$ cat config.mk
export PLATFORM = sky130hd
export DESIGN_NAME = sprite_blitter
export DESIGN_NICKNAME = d
export VERILOG_FILES = /design/src/rtl/sprite_blitter.sv
export SDC_FILE = /design/constraint.sdc
export NUM_CORES = 1
export LEC_CHECK = 0
export CORE_UTILIZATION = 58
export DETAILED_ROUTE_END_ITERATION = 16
export GPL_ROUTABILITY_DRIVEN = 0
export HOLD_SLACK_MARGIN = 0.03
export PLACE_DENSITY = 0.86
export SKIP_LAST_GASP = 1
export SLEW_MARGIN = 20
export SYNTH_ARGS = -nofsm -noshare
export SYNTH_HDL_FRONTEND = slang
export SYNTH_SLANG_ARGS = --single-unit
$ cat constraint.sdc
create_clock -name Clk -period 4.42 [get_ports Clk]
set_clock_uncertainty 0.15 [all_clocks]
set_input_delay 0.663 -clock Clk [delete_from_list [all_inputs] [get_ports Clk]]
set_output_delay 0.663 -clock Clk [all_outputs]
set_load 0.01 [all_outputs]
$ cat src/rtl/sprite_blitter.sv
// -----------------------------------------------------------------------------
// sprite_blitter
//
// Write-side engine for a palette-index frame buffer. A start strobe copies a
// rectangular sprite from a synchronous sprite ROM into the frame-buffer write
// port at a given screen position, one pixel per clock. Transparent pixels are
// skipped and any pixel that lands off-screen is clipped.
//
// Ports:
//   Clk       - system clock, rising edge
//   Reset_n   - asynchronous active-low reset; aborts a blit in progress
//   start     - one-cycle command strobe, honoured only when idle
//   dst_x/y   - screen position of the sprite's top-left pixel
//   spr_w/h   - sprite size in pixels (0 in either => immediate done, no writes)
//   spr_base  - ROM address of sprite pixel (0,0), row-major, stride spr_w
//   spr_addr  - registered sprite ROM read address
//   spr_data  - ROM read data, one clock behind spr_addr
//   fb_we     - registered frame-buffer write enable
//   fb_addr   - frame-buffer write address, y*FB_W + x
//   fb_data   - palette index to write
//   busy      - high while a blit is in progress
//   done      - one-cycle pulse when a blit (or a zero-size command) completes
// -----------------------------------------------------------------------------
module sprite_blitter #(
   parameter int               FB_W        = 640,
   parameter int               FB_H        = 480,
   parameter int               PIX_W       = 4,
   parameter int               SPR_ADDR_W  = 12,
   parameter logic [PIX_W-1:0] TRANSPARENT = '0
) (
   input  logic                  Clk,
   input  logic                  Reset_n,
   input  logic                  start,
   input  logic [9:0]            dst_x,
   input  logic [9:0]            dst_y,
   input  logic [6:0]            spr_w,
   input  logic [6:0]            spr_h,
   input  logic [SPR_ADDR_W-1:0] spr_base,
   output logic [SPR_ADDR_W-1:0] spr_addr,
   input  logic [PIX_W-1:0]      spr_data,
   output logic                  fb_we,
   output logic [18:0]           fb_addr,
   output logic [PIX_W-1:0]      fb_data,
   output logic                  busy,
   output logic                  done
);

   localparam logic [10:0] C_FB_W = 11'(FB_W);
   localparam logic [10:0] C_FB_H = 11'(FB_H);

   typedef enum logic [1:0] {
      S_IDLE   = 2'd0,
      S_RUN    = 2'd1,
      S_DRAIN1 = 2'd2,
      S_DRAIN2 = 2'd3
   } state_t;

   // y*640 + x built from shifts; wraps modulo 2^19 exactly like a 19-bit sum
   function automatic logic [18:0] f_fb_addr(input logic [10:0] x, input logic [10:0] y);
      logic [18:0] y19;
      y19 = {8'd0, y};
      return (y19 << 9) + (y19 << 7) + {8'd0, x};
   endfunction

   function automatic logic f_on_screen(input logic [10:0] x, input logic [10:0] y);
      return (x < C_FB_W) && (y < C_FB_H);
   endfunction

   state_t                r_state;
   state_t                w_state_nxt;
   logic [6:0]            r_col;
   logic [6:0]            w_col_nxt;
   logic [6:0]            r_row;
   logic [6:0]            w_row_nxt;
   logic [SPR_ADDR_W-1:0] r_spr_addr;
   logic [SPR_ADDR_W-1:0] w_spr_addr_nxt;
   logic                  r_busy;
   logic                  w_busy_nxt;
   logic                  r_done;
   logic                  w_done_nxt;
   logic                  w_latch;

   logic [9:0]            r_dst_x;
   logic [9:0]            r_dst_y;
   logic [6:0]            r_spr_w;
   logic [6:0]            r_spr_h;

   logic                  w_last_col;
   logic                  w_last_row;

   logic                  r_vld_p0;
   logic [10:0]           r_x_p0;
   logic [10:0]           r_y_p0;

   logic                  r_fb_we;
   logic [18:0]           r_fb_addr;
   logic [PIX_W-1:0]      r_fb_data;

   assign w_last_col = (r_col == (r_spr_w - 7'd1));
   assign w_last_row = (r_row == (r_spr_h - 7'd1));

   // ---------------------------------------------------------------- control FSM
   always_ff @(posedge Clk or negedge Reset_n) begin
      if (!Reset_n) begin
         r_state    <= S_IDLE;
         r_col      <= '0;
         r_row      <= '0;
         r_spr_addr <= '0;
         r_busy     <= 1'b0;
         r_done     <= 1'b0;
      end else begin
         r_state    <= w_state_nxt;
         r_col      <= w_col_nxt;
         r_row      <= w_row_nxt;
         r_spr_addr <= w_spr_addr_nxt;
         r_busy     <= w_busy_nxt;
         r_done     <= w_done_nxt;
      end
   end

   always_comb begin
      w_state_nxt    = r_state;
      w_col_nxt      = r_col;
      w_row_nxt      = r_row;
      w_spr_addr_nxt = r_spr_addr;
      w_busy_nxt     = r_busy;
      w_done_nxt     = 1'b0;
      w_latch        = 1'b0;
      case (r_state)
         S_IDLE: begin
            if (start) begin
               w_latch = 1'b1;
               if ((spr_w == 7'd0) || (spr_h == 7'd0)) begin
                  // nothing to copy: acknowledge without ever going busy
                  w_done_nxt = 1'b1;
               end else begin
                  w_state_nxt    = S_RUN;
                  w_busy_nxt     = 1'b1;
                  w_spr_addr_nxt = spr_base;
                  w_col_nxt      = '0;
                  w_row_nxt      = '0;
               end
            end
         end
         S_RUN: begin
            // ROM storage is row-major with stride spr_w, so the address is a
            // plain linear walk with no row jumps
            w_spr_addr_nxt = r_spr_addr + 1'b1;
            if (w_last_col) begin
               w_col_nxt = '0;
               if (w_last_row) begin
                  w_state_nxt = S_DRAIN1;
               end else begin
                  w_row_nxt = r_row + 7'd1;
               end
            end else begin
               w_col_nxt = r_col + 7'd1;
            end
         end
         S_DRAIN1: begin
            w_state_nxt = S_DRAIN2;
         end
         S_DRAIN2: begin
            w_state_nxt = S_IDLE;
            w_busy_nxt  = 1'b0;
            w_done_nxt  = 1'b1;
         end
         default: begin
            w_state_nxt = S_IDLE;
         end
      endcase
   end

   // command parameters held for the duration of the blit
   always_ff @(posedge Clk) begin
      if (w_latch) begin
         r_dst_x <= dst_x;
         r_dst_y <= dst_y;
         r_spr_w <= spr_w;
         r_spr_h <= spr_h;
      end
   end

   // ---------------------------------------------------------------- stage p0
   // Destination of the pixel currently on spr_addr, captured on the same edge
   // the ROM samples that address, so it lines up with spr_data. 11-bit sums
   // cannot wrap (1023 + 126 < 2048).
   always_ff @(posedge Clk or negedge Reset_n) begin
      if (!Reset_n) begin
         r_vld_p0 <= 1'b0;
      end else begin
         r_vld_p0 <= (r_state == S_RUN);
      end
   end

   always_ff @(posedge Clk) begin
      r_x_p0 <= {1'b0, r_dst_x} + {4'd0, r_col};
      r_y_p0 <= {1'b0, r_dst_y} + {4'd0, r_row};
   end

   // ---------------------------------------------------------------- write stage
   always_ff @(posedge Clk or negedge Reset_n) begin
      if (!Reset_n) begin
         r_fb_we   <= 1'b0;
         r_fb_addr <= '0;
         r_fb_data <= '0;
      end else begin
         r_fb_we <= r_vld_p0 && (spr_data != TRANSPARENT) && f_on_screen(r_x_p0, r_y_p0);
         if (r_vld_p0) begin
            r_fb_addr <= f_fb_addr(r_x_p0, r_y_p0);
            r_fb_data <= spr_data;
         end
      end
   end

   assign spr_addr = r_spr_addr;
   assign fb_we    = r_fb_we;
   assign fb_addr  = r_fb_addr;
   assign fb_data  = r_fb_data;
   assign busy     = r_busy;
   assign done     = r_done;

endmodule

Word-level counts from Yosys, hierarchy flattened
Cells that the tools add are included.
{ "totals": {"out_inout_bits": 38, "reg_bits": 111, "wordCells": 74} }
{ "classes": {"addsub": 9, "n_eq_ne": 10, "n_reduce_logical": 14, "order_cmp": 2, "n_mux": 23} }
{ "op_table": {"columns": ["op", "count"], "rows": [
  ["7-bit 2-to-1 mux", 5],
  ["7-bit case mux with 2 select lines", 2],
  ["12-bit 2-to-1 mux", 2],
  ["12-bit case mux with 2 select lines", 1],
  ["10-bit by 7-bit adder with 11-bit output", 2],
  ["19-bit by 11-bit adder with 19-bit output", 1],
  ["19-bit by 18-bit adder with 19-bit output", 1],
  ["7-bit by 1-bit adder with 7-bit output (second input constant)", 2],
  ["7-bit equality test", 2],
  ["7-bit zero test", 2],
  ["7-bit by 1-bit subtractor with 7-bit output (second input constant)", 2],
  ["12-bit by 1-bit adder with 12-bit output (second input constant)", 1],
  ["11-bit by 10-bit less-than comparator with 1-bit output (second input constant)", 1],
  ["11-bit by 9-bit less-than comparator with 1-bit output (second input constant)", 1],
  ["2-bit != test (second input constant)", 5],
  ["2-bit 2-to-1 mux", 4],
  ["2-bit case mux with 4 select lines", 1],
  ["1-bit 2-to-1 mux", 6],
  ["3-bit AND reduction", 2],
  ["5-bit AND reduction", 1],
  ["2-bit equality test (second input constant)", 2],
  ["1-bit case mux with 2 select lines", 2],
  ["4-bit AND reduction", 1],
  ["2-bit nonzero test", 2],
  ["5 further kinds", 7]
]} }

Longest topological paths before layout
Gate-level depths: netlist of the first run.
{ "depth": {"word_depth": 5, "mapped_depth": 11, "depth_no_buf": 11} }

Least setup slack after synthesis of the first run
OpenSTA, ideal clock, no wires.
{ "synth_path": {"path_type": "reg-to-reg", "startpoint": "register r_state[0]", "endpoint": "register r_spr_addr[10] (netlist: spr_addr[10])", "required_time_ns": 4.133, "setup_slack_ns": 1.552, "setup_time_ns": 0.137, "stages_incl_launch_ff": 10, "t_arrival_ns": 2.581, "cell_sequence": "dfrtp_1 -> inv_1 -> ha_1 -> and2_1 -> nand3_1 -> o21ai_1 -> clkbuf_1 -> nand3_1 -> o21ai_0 -> a21oi_1"} }
{ "synth_between": {"elab_chain_len": 3, "elab_cells_between_ends": 7} }
{ "synth_lines": {"columns": ["item", "line_no", "source"], "rows": [
  ["start: declaration", "69", "state_t r_state;"],
  ["start signal: assignment", "112", "r_state <= w_state_nxt;"],
  ["2-bit by 1-bit equality test with 1-bit output or 2-bit zero test (tied branches)", "129", "case (r_state)"],
  ["2-bit nonzero test (no source line) or 2-bit != test (tied branches)", null, null],
  ["3-bit AND reduction (no source line)", null, null],
  ["end signal: assignment", "115", "r_spr_addr <= w_spr_addr_nxt;"],
  ["end: declaration", "75", "logic [SPR_ADDR_W-1:0] r_spr_addr;"]
]} }
Parallel ways exist; a longest one is shown, timed or not.
A chain may end at the register's enable or synchronous reset.

Final worst setup path of the first run
{ "layout_path": {"startpoint": "register r_x_p0[9]", "endpoint": "register r_fb_addr[18] (netlist: fb_addr[18])"} }
{ "layout_between": {"elab_chain_len": 1} }
{ "layout_lines": {"columns": ["item", "line_no", "source"], "rows": [
  ["start: declaration", "92", "logic [10:0] r_x_p0;"],
  ["start signal: assignment", "197", "r_x_p0 <= {1'b0, r_dst_x} + {4'd0, r_col};"],
  ["19-bit by 11-bit adder with 19-bit output", "62", "return (y19 << 9) + (y19 << 7) + {8'd0, x};"],
  ["end signal: assignment", "210", "r_fb_addr <= f_fb_addr(r_x_p0, r_y_p0);"],
  ["end: declaration", "96", "logic [18:0] r_fb_addr;"]
]} }
No other way between the ends.

==> results of run 1 <==
[metrics by stage]
step                total power [mW]  cell area [µm²]  utilization  setup WS (ps)
global route                   2.054             6920       0.7385           1169
CTS                            1.988             6920       0.7385           1353
global placement               1.396             6723       0.7174           1446
floorplan                      1.240             5688            -           1552
detailed placement             1.405             6723       0.7174           1361
finish                         1.978             6920       0.7385           1356
[per-layer routing]
layer | share of wire | up-vias | wire length [µm]
li1 | - | 2076 | -
met4 | 0.023 | 0 | 274
met2 | 0.51 | 132 | 5969
met1 | 0.43 | 2031 | 4992
met5 | 0 | - | 0
met3 | 0.039 | 23 | 453
[cell type report]
type / count / area share
clock buffers: 10 / 0.02152
clock inverters: 6 / 0.007051
inverters: 29 / 0.01573
multi-input cells: 375 / 0.3896
flip-flops and latches: 111 / 0.4101
well taps: 129 / 0.02332
repair buffers: 93 / 0.1327
[worst max-delay path, stage by stage, from the launching register on]
cell and delay (ps):
dfxtp_1 350, inv_1 60, fa_1 530, inv_1 70, fa_1 460, a21o_1 200, a21oi_1 210, nor2_1 80
o21a_1 200, o41a_1 380, xnor2_1 160, a21oi_1 80
[flip-flops by register name, indices dropped and copies added, names as in the netlist]
name      flops
busy          1
done          1
fb_addr      19
fb_data       4
fb_we         1
r_col         7
r_dst_x      10
r_dst_y      10
r_row         7
r_spr_h       7
r_spr_w       7
r_state       2
r_vld_p0      1
r_x_p0       11
r_y_p0       11
spr_addr     12
[worst paths after layout]
path | startpoint | endpoint | slack (ps)
max | r_x_p0[9] | fb_addr[18] | 1360
min | Reset_n | fb_addr[1] | 280
max reg2reg | r_x_p0[9] | fb_addr[18] | 1360
min reg2reg | r_x_p0[2] | fb_addr[2] | 320
max in group asynchronous | Reset_n | spr_addr[5] | 3360
min in group Clk | r_x_p0[2] | fb_addr[2] | 320
[cell families after synthesis]
group,after synthesis
fa+ha+maj,48
compound gates,107
xor+xnor,40
mux,28
buf+inv,42
simple gates,152
flops,111
[power groups by stage]
stage          clock (mW)  combinational (mW)  sequential (mW)
2_1_floorplan           0              0.0594             1.18
3_5_place_dp            0               0.233             1.17
3_3_place_gp            0               0.227             1.17
4_1_cts             0.603               0.234             1.15
6_report            0.592               0.233             1.15
5_1_grt             0.641               0.252             1.16
[cells in the final DEF, fill, tap and decap left out, drive strengths merged, types with 5 or more instances in the layout]
| cell | n |
|---|---|
| edfxtp | 34 |
| o22ai | 11 |
| and3 | 14 |
| a21oi | 24 |
| nor3 | 12 |
| fa | 5 |
| a21boi | 5 |
| clkinv | 5 |
| clkdlybuf4s50 | 89 |
| nor2 | 37 |
| nand3 | 28 |
| xor2 | 12 |
| nand2b | 5 |
| clkbuf | 10 |
| dfrtp | 55 |
| mux2i | 7 |
| inv | 30 |
| ha | 43 |
| a21o | 5 |
| a31oi | 7 |
| mux2 | 21 |
| o21ai | 37 |
| nand2 | 34 |
| dfxtp | 22 |
| xnor2 | 28 |
==> flow_summary.yaml, run 1 <==
status:
  outcome: "finished clean"
global_route:
  grt_pass1_vias: 4321
  grtUsageMet3: 0.02843
  antenna_found_initial: 0
  grt_max_degree: 56
  grt_use_total: 0.2492
  gr-max-usage-layer: "met2"
  grt_pass1_wl_um: 19810
  use_met1: 0.3060
  grt_overflow: 0
  use_met2: 0.4431
pwr:
  comb_power_share: 0.118
  p_sw_mw: 0.4918
  powerDensity_mw_per_mm2: 285.9
  leakagePower_nw: 2.945
  intPower_mw: 1.487
  clkPwrFrac: 0.299
  vdd_ir_drop_max_v: 0.0002133
  seq_power_share: 0.583
  p_sw_frac: 0.2486
sta:
  drv_slew: 0
  finalCritPeriodShare: 0.6932
  timing_hold_violations_final: 0
  final.setup.tns_ps: 0
  setup_viol: 0
  fmax_mhz: 326.4
  relSlewSlack: 0.3129
  worst_pin_slew_ps: 1031
  whs_ps: 279.9
  grt_setup_unrepaired: "no"
  period_needed_ps: 3064
critical_path:
  crit_fanout: 3
  worstSetupEndpointType: "flip-flop"
  start_kind: "flip-flop"
  arrival_ps: 3130
  cp.required_ps: 4480
  reg2reg_depth: 11
  critical_path_class: "flip-flop to flip-flop"
logic_synthesis:
  synth_compound_area_frac: 0.1142
  yosysTopAreaCellShare: 0.2420
  synthAdderAreaFrac: 0.1122
  synth_top_family_by_area: "simple AND/OR/NAND/NOR gates"
  ys_seq_elements: 111
  syn_nets: 629
  synth_common_cells: "dfrtp_1 (55), ha_1 (43), nor2_1 (37)"
  ys_seq_area_frac: 0.4989
  synthMuxAreaShare: 0.05455
  synth_cells: 528
  ys_warn_count: 0
  synth_cell_type_count: 50
  synth_edf_count: 34
  synth_async_sr_flop_share: 0.4955
  yosysMostFrequentCell: "dfrtp_1"
  synth-simple-area-share: 0.1309
  synth_flop_cell: "dfrtp_1"
  syn_area_per_cell_um2: 10.77
  synth_area_mm2: 0.005688
  yosys-top-cells-area: "dfrtp_1 (24%), edfxtp_1 (18%), ha_1 (9.5%)"
  synth_area_leader_cell: "dfrtp_1"
  synthXorXnorAreaFrac: 0.06159
routing:
  routed_wl_um: 11690
  vias_per_cell: 5.660
  ant_nets: 0
  drc: 0
  initialDrtViolationCount: 228
  wl_per_cell_um: 15.52
  vias: 4262
  drt_first_pass_iters: 5
finish:
  drive_above_1_share: 0.07051
  finalNonFillerCells: 753
  multi_input_area_mm2: 0.002696
  area_growth_syn_to_layout_pct: 21.67
  diodes: 0
  regArea_mm2: 0.002838
  num-fill-cells: 688
  final_nets: 720
die:
  io-pin-count: 91
  start_util: 0.6069
  coreArea_mm2: 0.009371
  die_y_um: 101.0
  die_area_mm2: 0.01021
  die_w_um: 101.0
  rows: 35
clocking:
  cts_sinks: 111
  htree_levels: 3
  cts_setup_buffers: 0
  cts_hold_buffers: 0
  cts_resized: 0
  clock_latency_ps: 370
  root_buffer: "clkbuf_8"
  cts_tree: "done"
  clkTransAtPathRegs_ps: 110
  cts.path.max_buffers: 2
  cts_buffers: 9
placed_design:
  hpwl_um: 8712
  io_buffers: 90
  dp.cells: 737
min_path:
  hp-class: "primary input to asynchronous set/reset pin"
job:
  max-cap-violations: 0
Power figures use the tool's default switching activity.
==> run 2, diff against run 1 <==
Settings changed: CORE_UTILIZATION 58 to 49, PLACE_DENSITY 0.86 to 0.78.
Clock period 4.42 ns to 2.55 ns, I/O delays scaled along.
==> run 2 against run 1 <==
Compared with the run above:
- the flow now finishes with violations (negative setup slack)
- critical path depth unchanged
- combinational power increased by 72%
- global-route usage decreased by 3.5 points
- sequential power increased by 74%
- worst setup slack got worse by 1500 ps
- register-to-register slack got worse by 1500 ps
- sequential share of layout area decreased by 2.0 points
==> flow_summary.yaml, run 2 (same netlist as run 1, synthesis figures left out) <==
status:
  outcome: "complete, but fails checks"
  violations: "negative setup slack"
placed_design:
  io_buffers: 90
  hpwl_um: 8612
  place_ws_ps: -165.9
clocking:
  root_buffer: "clkbuf_16"
  cts_tree: "done"
  cts_sinks: 111
  cts_buffers: 9
  cts.path.max_buffers: 2
  cts_hold_buffers: 0
  clkTransAtPathRegs_ps: 70
  clock_latency_ps: 350
  htree_levels: 3
routing:
  initialDrtViolationCount: 211
  met1_length_um: 5221
  wl_per_cell_um: 15.08
  drc: 0
  vias: 4242
  routed_wl_um: 11900
  met3_length_um: 542
  dr.max_layer_used: "met4"
  vias_per_cell: 5.376
  met2_length_um: 5966
  drt_first_pass_iters: 6
  ant_nets: 0
finish:
  layout_common_cells: "clkdlybuf4s50_1 (89), dfrtp_1 (55), ha_1 (42)"
  largest_register_ff_count: 19
  final_nets: 745
  final_common_cell: "clkdlybuf4s50_1"
  drive_above_1_share: 0.1263
  area_growth_syn_to_layout_pct: 27.96
  diodes: 0
sta:
  timing_hold_violations_final: 0
  drv_slew: 0
  finalCritPeriodShare: 1.056
  setup_ws_ps: -144.0
  fmax_mhz: 371.2
  worst_pin_slew_ps: 727.6
  grt_setup_unrepaired: "yes"
  period_needed_ps: 2694
  setup_viol: 6
  relSlewSlack: 0.5149
  final.setup.tns_ps: -510.5
pwr:
  powerDensity_mw_per_mm2: 519.3
  leakagePower_nw: 3.124
  power_mw: 3.779
  vdd_ir_drop_max_v: 0.0003853
global_route:
  grt_overflow: 0
  grt_pass1_wl_um: 19670
  grt_max_degree: 56
  grt_use_total: 0.2139
  antenna_found_initial: 0
  grt_pass1_vias: 4279
critical_path:
  start_kind: "flip-flop"
  worstSetupEndpointType: "flip-flop"
  critical_path_class: "flip-flop to flip-flop"
  cp.required_ps: 2610
  arrival_ps: 2760
  crit_fanout: 3
die:
  die_area_mm2: 0.01204
  die_y_um: 109.7
  die_w_um: 109.7
  io-pin-count: 91
  rows: 38
  start_util: 0.5134
  coreArea_mm2: 0.01108
job:
  max-cap-violations: 0
min_path:
  hp-class: "primary input to asynchronous set/reset pin"
## run 2: worst max-delay path: stages, from the launching register on
cell     delay [ps]
dfxtp_2         330
inv_2            40
fa_1            550
inv_2            50
fa_2            340
a21o_1          170
a21oi_2         130
nor2_1           50
o21a_1          190
o41a_1          330
xnor2_1         150
a21oi_1          80
## run 2: repair_timing
item | 4_1_cts | 5_1_grt
resized for setup | 4 | 9
pin swaps | 9 | 12
setup buffers | 2 | 4
setup endpoints to repair | 6 | 13
## run 2: power breakdown
part	total, mW	internal, mW	switching [mW]
Clock	1.38	0.759	0.621
Sequential	2.00	1.90	0.0972
Combinational	0.401	0.251	0.150
## run 2: worst paths after layout
path | cells after the start | slack, ps | to | from
max | 11 | -140 | fb_addr[18] | r_x_p0[9]
min | 2 | 30 | fb_addr[0] | Reset_n
max reg2reg | 11 | -140 | fb_addr[18] | r_x_p0[9]
min reg2reg | 1 | 310 | fb_addr[3] | r_x_p0[3]
min in group Clk | 1 | 310 | fb_addr[3] | r_x_p0[3]
max in group asynchronous | 2 | 1740 | r_row[4] | Reset_n
## run 2: stage by stage
step	util	hold slack (ps)	instance area, µm²	instances
floorplan	-	-63.09	5699	528
global placement	0.6231	292.9	6903	767
detailed placement	0.6231	297.8	6903	767
CTS	0.6509	55.45	7211	785
global route	0.6570	96.78	7278	789
finish	0.6570	30.24	7278	789
## run 2: routing by layer
layer | global-route usage | up-vias
li1 | - | 2115
met1 | 0.2552 | 2009
met2 | 0.3787 | 107
met3 | 0.04861 | 11
met4 | 0.07333 | 0
met5 | 0 | -
## run 2: final cells by class
cell class / instances / area, µm²
clock buffer: 10 / 229.0
clock inverter: 6 / 61.31
fill: 880 / 3800
inverter: 29 / 108.9
multi-input combinational: 375 / 2745
sequential: 111 / 2840
tap: 140 / 175.2
timing repair buffer: 118 / 1119
